File: src/rtl/qpsk_pkg.sv
// Shared widths, saturation limits and the output clamp for the Farrow interpolator.
package qpsk_pkg;

  localparam int unsigned DATA_W = 16;
  localparam int unsigned FRAC_W = 15;
  localparam int unsigned ACC_W  = 18;
  localparam int unsigned UK_W   = 16;
  localparam int unsigned U_W    = FRAC_W + 2;
  localparam int unsigned PROD_W = ACC_W + U_W;
  // Tap sums reach +/-6*32768 before the halving shift.
  localparam int unsigned SUM_W  = DATA_W + 3;

  localparam int SAT_MAX = 32767;
  localparam int SAT_MIN = -32768;

  // Clamp an accumulator value into the Q1.15 output range.
  function automatic logic signed [DATA_W-1:0] sat_data(input logic signed [ACC_W-1:0] v);
    logic signed [ACC_W-1:0] hi;
    logic signed [ACC_W-1:0] lo;
    hi = ACC_W'(SAT_MAX);
    lo = ACC_W'(SAT_MIN);
    if (v > hi) begin
      sat_data = DATA_W'(SAT_MAX);
    end else if (v < lo) begin
      sat_data = DATA_W'(SAT_MIN);
    end else begin
      sat_data = DATA_W'(v);
    end
  endfunction

endpackage

File: src/rtl/farrow_mac.sv
// Registered multiply-shift-add step of the Horner evaluation: y <= ((a*u) >>> FRAC_W) + b.
module farrow_mac
  import qpsk_pkg::*;
(
  input  logic                     clk,
  input  logic                     rst,
  input  logic signed [ACC_W-1:0]  i_a,
  input  logic signed [U_W-1:0]    i_u,
  input  logic signed [ACC_W-1:0]  i_b,
  output logic signed [ACC_W-1:0]  o_y
);

  logic signed [PROD_W-1:0] w_prod;
  logic signed [ACC_W-1:0]  w_sum;

  // Full-width product, so the multiply itself can never overflow.
  assign w_prod = PROD_W'(i_a) * PROD_W'(i_u);
  assign w_sum  = ACC_W'(w_prod >>> FRAC_W) + i_b;

  always_ff @(posedge clk or posedge rst) begin
    if (rst) begin
      o_y <= '0;
    end else begin
      o_y <= w_sum;
    end
  end

endmodule

File: src/rtl/farrow_interp.sv
// Piecewise-parabolic (alpha=0.5) Farrow interpolator: 4-tap delay line,
// coefficient stage, two Horner MAC stages and a saturating output stage.
module farrow_interp
  import qpsk_pkg::*;
(
  input  logic              clk,
  input  logic              rst,
  input  logic [DATA_W-1:0] din,
  input  logic              strobe_flag,
  input  logic [UK_W-1:0]   uk,
  output logic [DATA_W-1:0] interp_out,
  output logic              interp_valid
);

  logic signed [DATA_W-1:0] r_x0;
  logic signed [DATA_W-1:0] r_x1;
  logic signed [DATA_W-1:0] r_x2;
  logic signed [DATA_W-1:0] r_x3;

  logic signed [SUM_W-1:0]  w_x0e;
  logic signed [SUM_W-1:0]  w_x1e;
  logic signed [SUM_W-1:0]  w_x2e;
  logic signed [SUM_W-1:0]  w_x3e;
  logic signed [SUM_W-1:0]  w_f1_sum;
  logic signed [SUM_W-1:0]  w_f2_sum;
  logic signed [ACC_W-1:0]  w_f1;
  logic signed [ACC_W-1:0]  w_f2;
  logic signed [ACC_W-1:0]  w_f3;
  logic signed [U_W-1:0]    w_u;
  logic                     w_uk_unused;

  logic signed [ACC_W-1:0]  r_f1;
  logic signed [ACC_W-1:0]  r_f2;
  logic signed [ACC_W-1:0]  r_f3;
  logic signed [U_W-1:0]    r_u1;
  logic                     r_v1;

  logic signed [ACC_W-1:0]  w_p1;
  logic signed [ACC_W-1:0]  r_f3_2;
  logic signed [U_W-1:0]    r_u2;
  logic                     r_v2;

  logic signed [ACC_W-1:0]  w_p2;
  logic                     r_v3;

  // Delay line, x0 newest.
  always_ff @(posedge clk or posedge rst) begin
    if (rst) begin
      r_x0 <= '0;
      r_x1 <= '0;
      r_x2 <= '0;
      r_x3 <= '0;
    end else begin
      r_x0 <= din;
      r_x1 <= r_x0;
      r_x2 <= r_x1;
      r_x3 <= r_x2;
    end
  end

  assign w_x0e = SUM_W'(r_x0);
  assign w_x1e = SUM_W'(r_x1);
  assign w_x2e = SUM_W'(r_x2);
  assign w_x3e = SUM_W'(r_x3);

  // Sums at full width, then an arithmetic halving (floor).
  assign w_f1_sum = w_x0e - w_x1e - w_x2e + w_x3e;
  assign w_f2_sum = (w_x1e <<< 1) + w_x1e - w_x0e - w_x2e - w_x3e;
  assign w_f1     = ACC_W'(w_f1_sum >>> 1);
  assign w_f2     = ACC_W'(w_f2_sum >>> 1);
  assign w_f3     = ACC_W'(r_x2);

  // The interval is always non-negative; its top bit carries no information.
  assign w_u         = {1'b0, uk[FRAC_W-1:0]};
  assign w_uk_unused = uk[UK_W-1];

  // Stage 1: capture coefficients and interval on the strobe.
  always_ff @(posedge clk or posedge rst) begin
    if (rst) begin
      r_f1 <= '0;
      r_f2 <= '0;
      r_f3 <= '0;
      r_u1 <= '0;
      r_v1 <= 1'b0;
    end else begin
      r_v1 <= strobe_flag;
      if (strobe_flag) begin
        r_f1 <= w_f1;
        r_f2 <= w_f2;
        r_f3 <= w_f3;
        r_u1 <= w_u;
      end
    end
  end

  // Stage 2: p1 = f1*u + f2.
  farrow_mac u_mac_p1 (
    .clk (clk),
    .rst (rst),
    .i_a (r_f1),
    .i_u (r_u1),
    .i_b (r_f2),
    .o_y (w_p1)
  );

  always_ff @(posedge clk or posedge rst) begin
    if (rst) begin
      r_f3_2 <= '0;
      r_u2   <= '0;
      r_v2   <= 1'b0;
    end else begin
      r_f3_2 <= r_f3;
      r_u2   <= r_u1;
      r_v2   <= r_v1;
    end
  end

  // Stage 3: p2 = p1*u + f3.
  farrow_mac u_mac_p2 (
    .clk (clk),
    .rst (rst),
    .i_a (w_p1),
    .i_u (r_u2),
    .i_b (r_f3_2),
    .o_y (w_p2)
  );

  always_ff @(posedge clk or posedge rst) begin
    if (rst) begin
      r_v3 <= 1'b0;
    end else begin
      r_v3 <= r_v2;
    end
  end

  // Stage 4: saturate; the output holds between valid pulses.
  always_ff @(posedge clk or posedge rst) begin
    if (rst) begin
      interp_out   <= '0;
      interp_valid <= 1'b0;
    end else begin
      interp_valid <= r_v3;
      if (r_v3) begin
        interp_out <= sat_data(w_p2);
      end
    end
  end

endmodule

File: config.mk
export PLATFORM = sky130hd
export DESIGN_NAME = farrow_interp
export DESIGN_NICKNAME = d
export VERILOG_FILES = /design/src/rtl/qpsk_pkg.sv /design/src/rtl/farrow_mac.sv /design/src/rtl/farrow_interp.sv
export SDC_FILE = /design/constraint.sdc
export NUM_CORES = 2
export LEC_CHECK = 0
export ABC_AREA = 1
export BUFFER_PORTS_ARGS = -buffer_cell sky130_fd_sc_hd__buf_2
export CORE_MARGIN = 10
export CORE_UTILIZATION = 40
export CTS_BUF_LIST = sky130_fd_sc_hd__clkbuf_4 sky130_fd_sc_hd__clkbuf_8 sky130_fd_sc_hd__clkbuf_16
export DETAILED_ROUTE_END_ITERATION = 7
export GPL_TIMING_DRIVEN = 1
export SLEW_MARGIN = 25
export SYNTH_ARGS = -nofsm -noshare
export SYNTH_HDL_FRONTEND = slang
export SYNTH_HIERARCHICAL = 1
export SYNTH_SLANG_ARGS = --single-unit
File: constraint.sdc
create_clock -name clk -period 11.4 [get_ports clk]
set_input_delay 1.14 -clock clk [delete_from_list [all_inputs] [get_ports clk]]
set_output_delay 1.14 -clock clk [all_outputs]
set_load 0.03 [all_outputs]
* After elaboration in Yosys (flattened, before gate mapping)
Index checks and enable logic that the tools add are counted.
Word-level totals: register bits after elaboration 218, bits in latches 0, memory bits (writable) 0, bits in read-only memories 0, input bits 35, output and inout port bits 17, logic and storage cells 32, memories 0
Operators by class: $add $sub $neg 9, multiply operators 2, div/mod/pow operators 0, order comparisons 2, equal/unequal tests 0, shift operators 0, multiplexer cells 2, bitwise gates (word level) 0, reduce and logical (&&, ||, !) cells 0
Operators by type and width (count):
- multiplier 18 x 16 -> 33 bit | 2
- subtractor 19 x 16 -> 19 bit | 2
- 2-to-1 mux 16 bit | 2
- adder 18 x 16 -> 19 bit | 1
- subtractor 18 x 16 -> 19 bit | 1
- adder 17 x 16 -> 18 bit | 1
- adder 18 x 16 -> 18 bit | 1
- adder 18 bit | 1
- greater-than comparator 18 x 16 -> 1 bit (second input constant) | 1
- less-than comparator 18 x 16 -> 1 bit (second input constant) | 1
- subtractor 17 x 16 -> 18 bit | 1
- subtractor 16 x 16 -> 17 bit | 1

* Longest topological paths before layout
depth after elaboration 4, gate-level depth with buffers 41, gate-level depth less buffers 39

* Modules after synthesis
The synthesis kept the hierarchy.
By module, submodules not included:
- farrow_mac (u_mac_p2) | instances 1, cells an instance 1674, area an instance 12813.5 µm², sequential area each 450.4 µm²
- farrow_mac (u_mac_p1) | instances 1, cells an instance 1669, area an instance 12793.5 µm², sequential area each 450.4 µm²
- farrow_interp | instances 1, cells an instance 1012, area an instance 9691.8 µm², sequential area each 4554.4 µm²

* Worst setup path after synthesis
Ideal clock, no wire load.
path type register to register, start register r_u1[3], end register u_mac_p1.o_y[14], library setup time 117 ps, arrival time 6564 ps, required time 11283 ps, setup slack 4720 ps, stages on the path, launching flop included 31, buffers on the path 2, period minus slack after synthesis 6680 ps, cell sequence dfrtp_1 clkbuf_1 clkbuf_1 nand2_1 fa_1 fa_1 fa_1 fa_1 inv_1 fa_1 inv_1 fa_1 inv_1 ha_1 a21o_1 a21boi_0 nand2_1 xnor2_1 inv_1 ha_1 fa_1 nand3_1 nand2_1 nand2_1 nand3_1 a21boi_1 o21ai_1 nand3_1 nand2_1 nand2_1 nand2_1
Between the ends: word-level cells in the longest chain between the ends 2
RTL lines:
- start, declared | line farrow_interp.sv:35 | logic signed [U_W-1:0] r_u1;
- start signal, assigned | line farrow_interp.sv:91 | r_u1 <= w_u;
- multiplier 18 x 16 -> 33 bit | line farrow_mac.sv:17 | assign w_prod = PROD_W'(i_a) * PROD_W'(i_u);
- adder 18 bit | line farrow_mac.sv:18 | assign w_sum = ACC_W'(w_prod >>> FRAC_W) + i_b;
- named net u_mac_p1.w_sum[14] | line farrow_mac.sv:14 | logic signed [ACC_W-1:0] w_sum;
- end signal, assigned | line farrow_mac.sv:24 | o_y <= w_sum;
- end, declared | line farrow_mac.sv:10 | output logic signed [ACC_W-1:0] o_y
The timed path passes the listed nets, and every way through them passes these cells. A chain may end at the register's enable or synchronous reset.

* Final worst setup path
start register r_u1[3], end register u_mac_p1.o_y[17]
Same word-level chain as after synthesis.

==> results.tsv <==
stage	metric	value	unit
synth	synth_xor_xnor_area_share	2.01	%
routing	viasPerCell	4.70	
floorplanning	row_count	108	
floorplanning	core-area	87200	um^2
worst_setup_path	crit_start	r_u1[3]	
floorplanning	io_pins	52	
grt	antenna_found_initial	3	
worst_setup_path	cp.depth	33	
sta	layout_min_cycle_time	7.61	ns
place	dp_hpwl	68900	um
clocking	cts.path.max_buffers	3	
synth	synthDistinctLibCells	44	
routing	finalWirelength	82300	um
sta	hold_violations	0	
floorplanning	die_x	317	um
clocking	cts_buffers	26	
routing	detail_route.first_pass.iterations	5	
worst_setup_path	reg2reg_depth	33	
worst_setup_path	endpoint	u_mac_p1/o_y[17]	
synth	yosys_warnings	6	
worst_setup_path	arrival	8.04	ns
routing	route.detailed.drc	0	
finish	area_growth	6.31	%
synth	synth_edf_count	0	
worst_setup_path	path_class	register to register	
floorplanning	die_h	317	um
synth	synthAdderAreaFrac	46.6	%
routing	wire_per_inst	15.0	um
clocking	postCtsHoldBufs	0	
grt	busiest_layer	met2	
synth	ys.flop_type	dfrtp_1	
worst_setup_path	critPathBufInv	8	
grt	grt_overflow_total	0	
worst_setup_path	end_kind	register	
worst_setup_path	crit_required	11.83	ns
grt	met3_usage	1.88	%
place	routabilityCongestion	0.900	
place	io_buffers	50	
grt	grt_usage	17.0	%
synth	yosys.area_share.simple	17.1	%
floorplanning	start_util	40.5	%
grt	grt_pass1_vias	27445	
synth	synth_top_family_by_area	adder cells	
clocking	worstSkewPairLatency	0.55	ns
synth	ys_seq_elements	218	
worst_setup_path	worst_path_largest_cell_delay	0.91	ns
clocking	clock-root-buffer	clkbuf_16	
grt	use_met1	23.0	%
routing	drtIter0Drc	1392	
routing	vias	25792	
worst_setup_path	slowest_stage	dfrtp_1	
sta	maxSlewViolCount	0	
worst_setup_path	r2r_end	u_mac_p1/o_y[17]	
synth	synth-compound-area-share	4.36	%
worst_setup_path	critical-path-top-delay-family	adder cells	
routing	ant_nets	0	
sta	finalCritPeriodShare	66.8	%
clocking	numClockSinks	218	
synth	ys_seq_area_share	15.5	%
floorplanning	die_area	101000	um^2
sta	max_slew_margin	36.6	%
clocking	htree_levels	1	
grt	grtUsageMet2	29.6	%
worst_setup_path	rr_startpoint	r_u1[3]	
status	status	complete, no violations	
finish	drive_gt1_share	3.79	%
worst_setup_path	start_kind	register	
sta	finalSetupViolCount	0	
synth	syn_inst	4355	
grt	grt_pass1_wl	140000	um
sta	max_freq	0.131	GHz
synth	syn_area	35300	um^2
sta	tightestPinTransition	0.951	ns
sta	clock_skew	0.0198	ns
sta	rsz0062_at_grt	false	
clocking	postCtsSetupBuffers	0	
grt	grt_max_degree	118	
finish	layout.nets	5251	
synth	async_reset_ff_share	100	%
clocking	cts.clk_slew.worst_paths	0.07	ns
worst_setup_path	cp_max_fo	20	
clocking	cts_tree	yes	
finish	nFillCells	8777	
worst_hold_path	hp-class	register to register	
synth	synthMuxAreaShare	0	%
clocking	cts_resized	0	
worst_setup_path	rrSetupSlack	3.79	ns
synth	postSynthAreaPerCell	8.11	um^2
job	maxCapViolCount	0	
sta	tns	0	ns
==> how the worst min path moves through the flow <==
stage | start | endpoint | slack [ns] | depth (start not counted)
floorplan | r_v1 | r_v2 | 0.33 | 0
global placement | r_v1 | r_v2 | 0.33 | 0
detailed placement | r_v1 | r_v2 | 0.34 | 0
CTS | r_v1 | r_v2 | 0.35 | 0
global route | r_v2 | r_v3 | 0.37 | 0
finish | r_v1 | r_v2 | 0.35 | 0
==> metrics by stage <==
step / utilization, % / worst slack [ns] / hold slack, ns / area [um^2] / std cells
floorplan: - / 4.72 / 0.331 / 35300 / 4362
global placement: 42.0 / 3.84 / 0.331 / 36600 / 5434
detailed placement: 42.0 / 3.84 / 0.336 / 36600 / 5434
CTS: 43.1 / 3.82 / 0.350 / 37500 / 5481
global route: 43.1 / 3.22 / 0.367 / 37500 / 5481
finish: 43.1 / 3.79 / 0.349 / 37500 / 5483
==> cells in the mapped netlist, types with 7 or more instances <==
| cell type | count | share of area (%) |
|---|---|---|
| nand2_1 | 1164 | 12 |
| nor3_1 | 15 | 0.21 |
| inv_1 | 1201 | 13 |
| clkbuf_1 | 129 | 1.4 |
| o21ai_1 | 7 | 0.099 |
| fa_1 | 674 | 38 |
| buf_1 | 9 | 0.096 |
| nand2_2 | 8 | 0.14 |
| dfrtp_1 | 218 | 15 |
| nand4_1 | 12 | 0.21 |
| o21bai_1 | 7 | 0.15 |
| a21o_1 | 14 | 0.30 |
| nand3_1 | 113 | 1.6 |
| buf_2 | 13 | 0.18 |
| xor2_1 | 53 | 1.3 |
| or2_2 | 14 | 0.25 |
| o21ai_0 | 94 | 1.3 |
| a21oi_1 | 129 | 1.8 |
| nor2_1 | 148 | 1.6 |
| nand3b_1 | 12 | 0.26 |
| ha_1 | 235 | 8.3 |
| xnor2_1 | 28 | 0.69 |
==> worst reg2reg max path, delay by kind of cell, from the launching register on <==
family | cells | cell delay (ns)
xor gates and xnor gates | 1 | 0.17
and+or+nand+nor | 14 | 1.64
buffers and inverters | 8 | 0.76
DFF | 1 | 0.91
adders and majority gates | 8 | 3.58
AOI/OAI and AO/OA | 2 | 0.42
==> registers in the layout, summed over array words and instances (netlist names), 18 cells and up <==
register	count
u_mac_p1/o_y	18
r_f1	18
u_mac_p2/o_y	18
r_f2	18
==> cell usage in the layout (no fill, tap or decap), drive strengths merged <==
cell type / count
nand4: 12
nor2: 154
a211oi: 2
clkinvlp: 1
fa: 674
ha: 235
xnor2: 28
inv: 1208
nor4: 3
bufinv: 4
a21o: 14
o31ai: 1
nand3b: 12
o21bai: 7
o211ai: 3
dfrtp: 218
diode: 2
o2111ai: 1
o21a: 2
a21oi: 130
nor3: 16
a21boi: 7
nand3: 119
buf: 70
or2: 16
a31o: 3
conb: 8
and2: 4
nand2: 1172
nor3b: 1
clkbuf: 32
a31oi: 6
o21ai: 105
xor2: 53
clkinv: 5
==> kinds of logic (layout without fill, tap and decap cells) <==
kind of cell	after synthesis	after routing
other	1	10
DFF	218	218
adders and majority gates	909	909
xor gates and xnor gates	81	81
AOI/OAI and AO/OA	281	281
buffers and inverters	1356	1320
and+or+nand+nor	1509	1509
==> routing by layer <==
metal  up-vias  wire length [um]
met2       472             40300
met1     12815             36900
met3        94              3540
li1      12411                 -
met5         -                 0
met4         0              1480
==> final cells by class <==
class / instances / area (um^2) / area share, %
multi-input combinational: 2788 / 24800 / 66.0
sequential: 218 / 5460 / 14.5
inverter: 1203 / 4520 / 12.1
tap: 1155 / 1450 / 3.85
clock buffer: 32 / 732 / 1.95
timing repair buffer: 70 / 400 / 1.07
clock inverter: 15 / 209 / 0.557
antenna: 2 / 5.00 / 0.0133
Power is left out: the tool's default activity adds up to more than one toggle a clock period on the data nets, which glitch-free logic cannot reach.
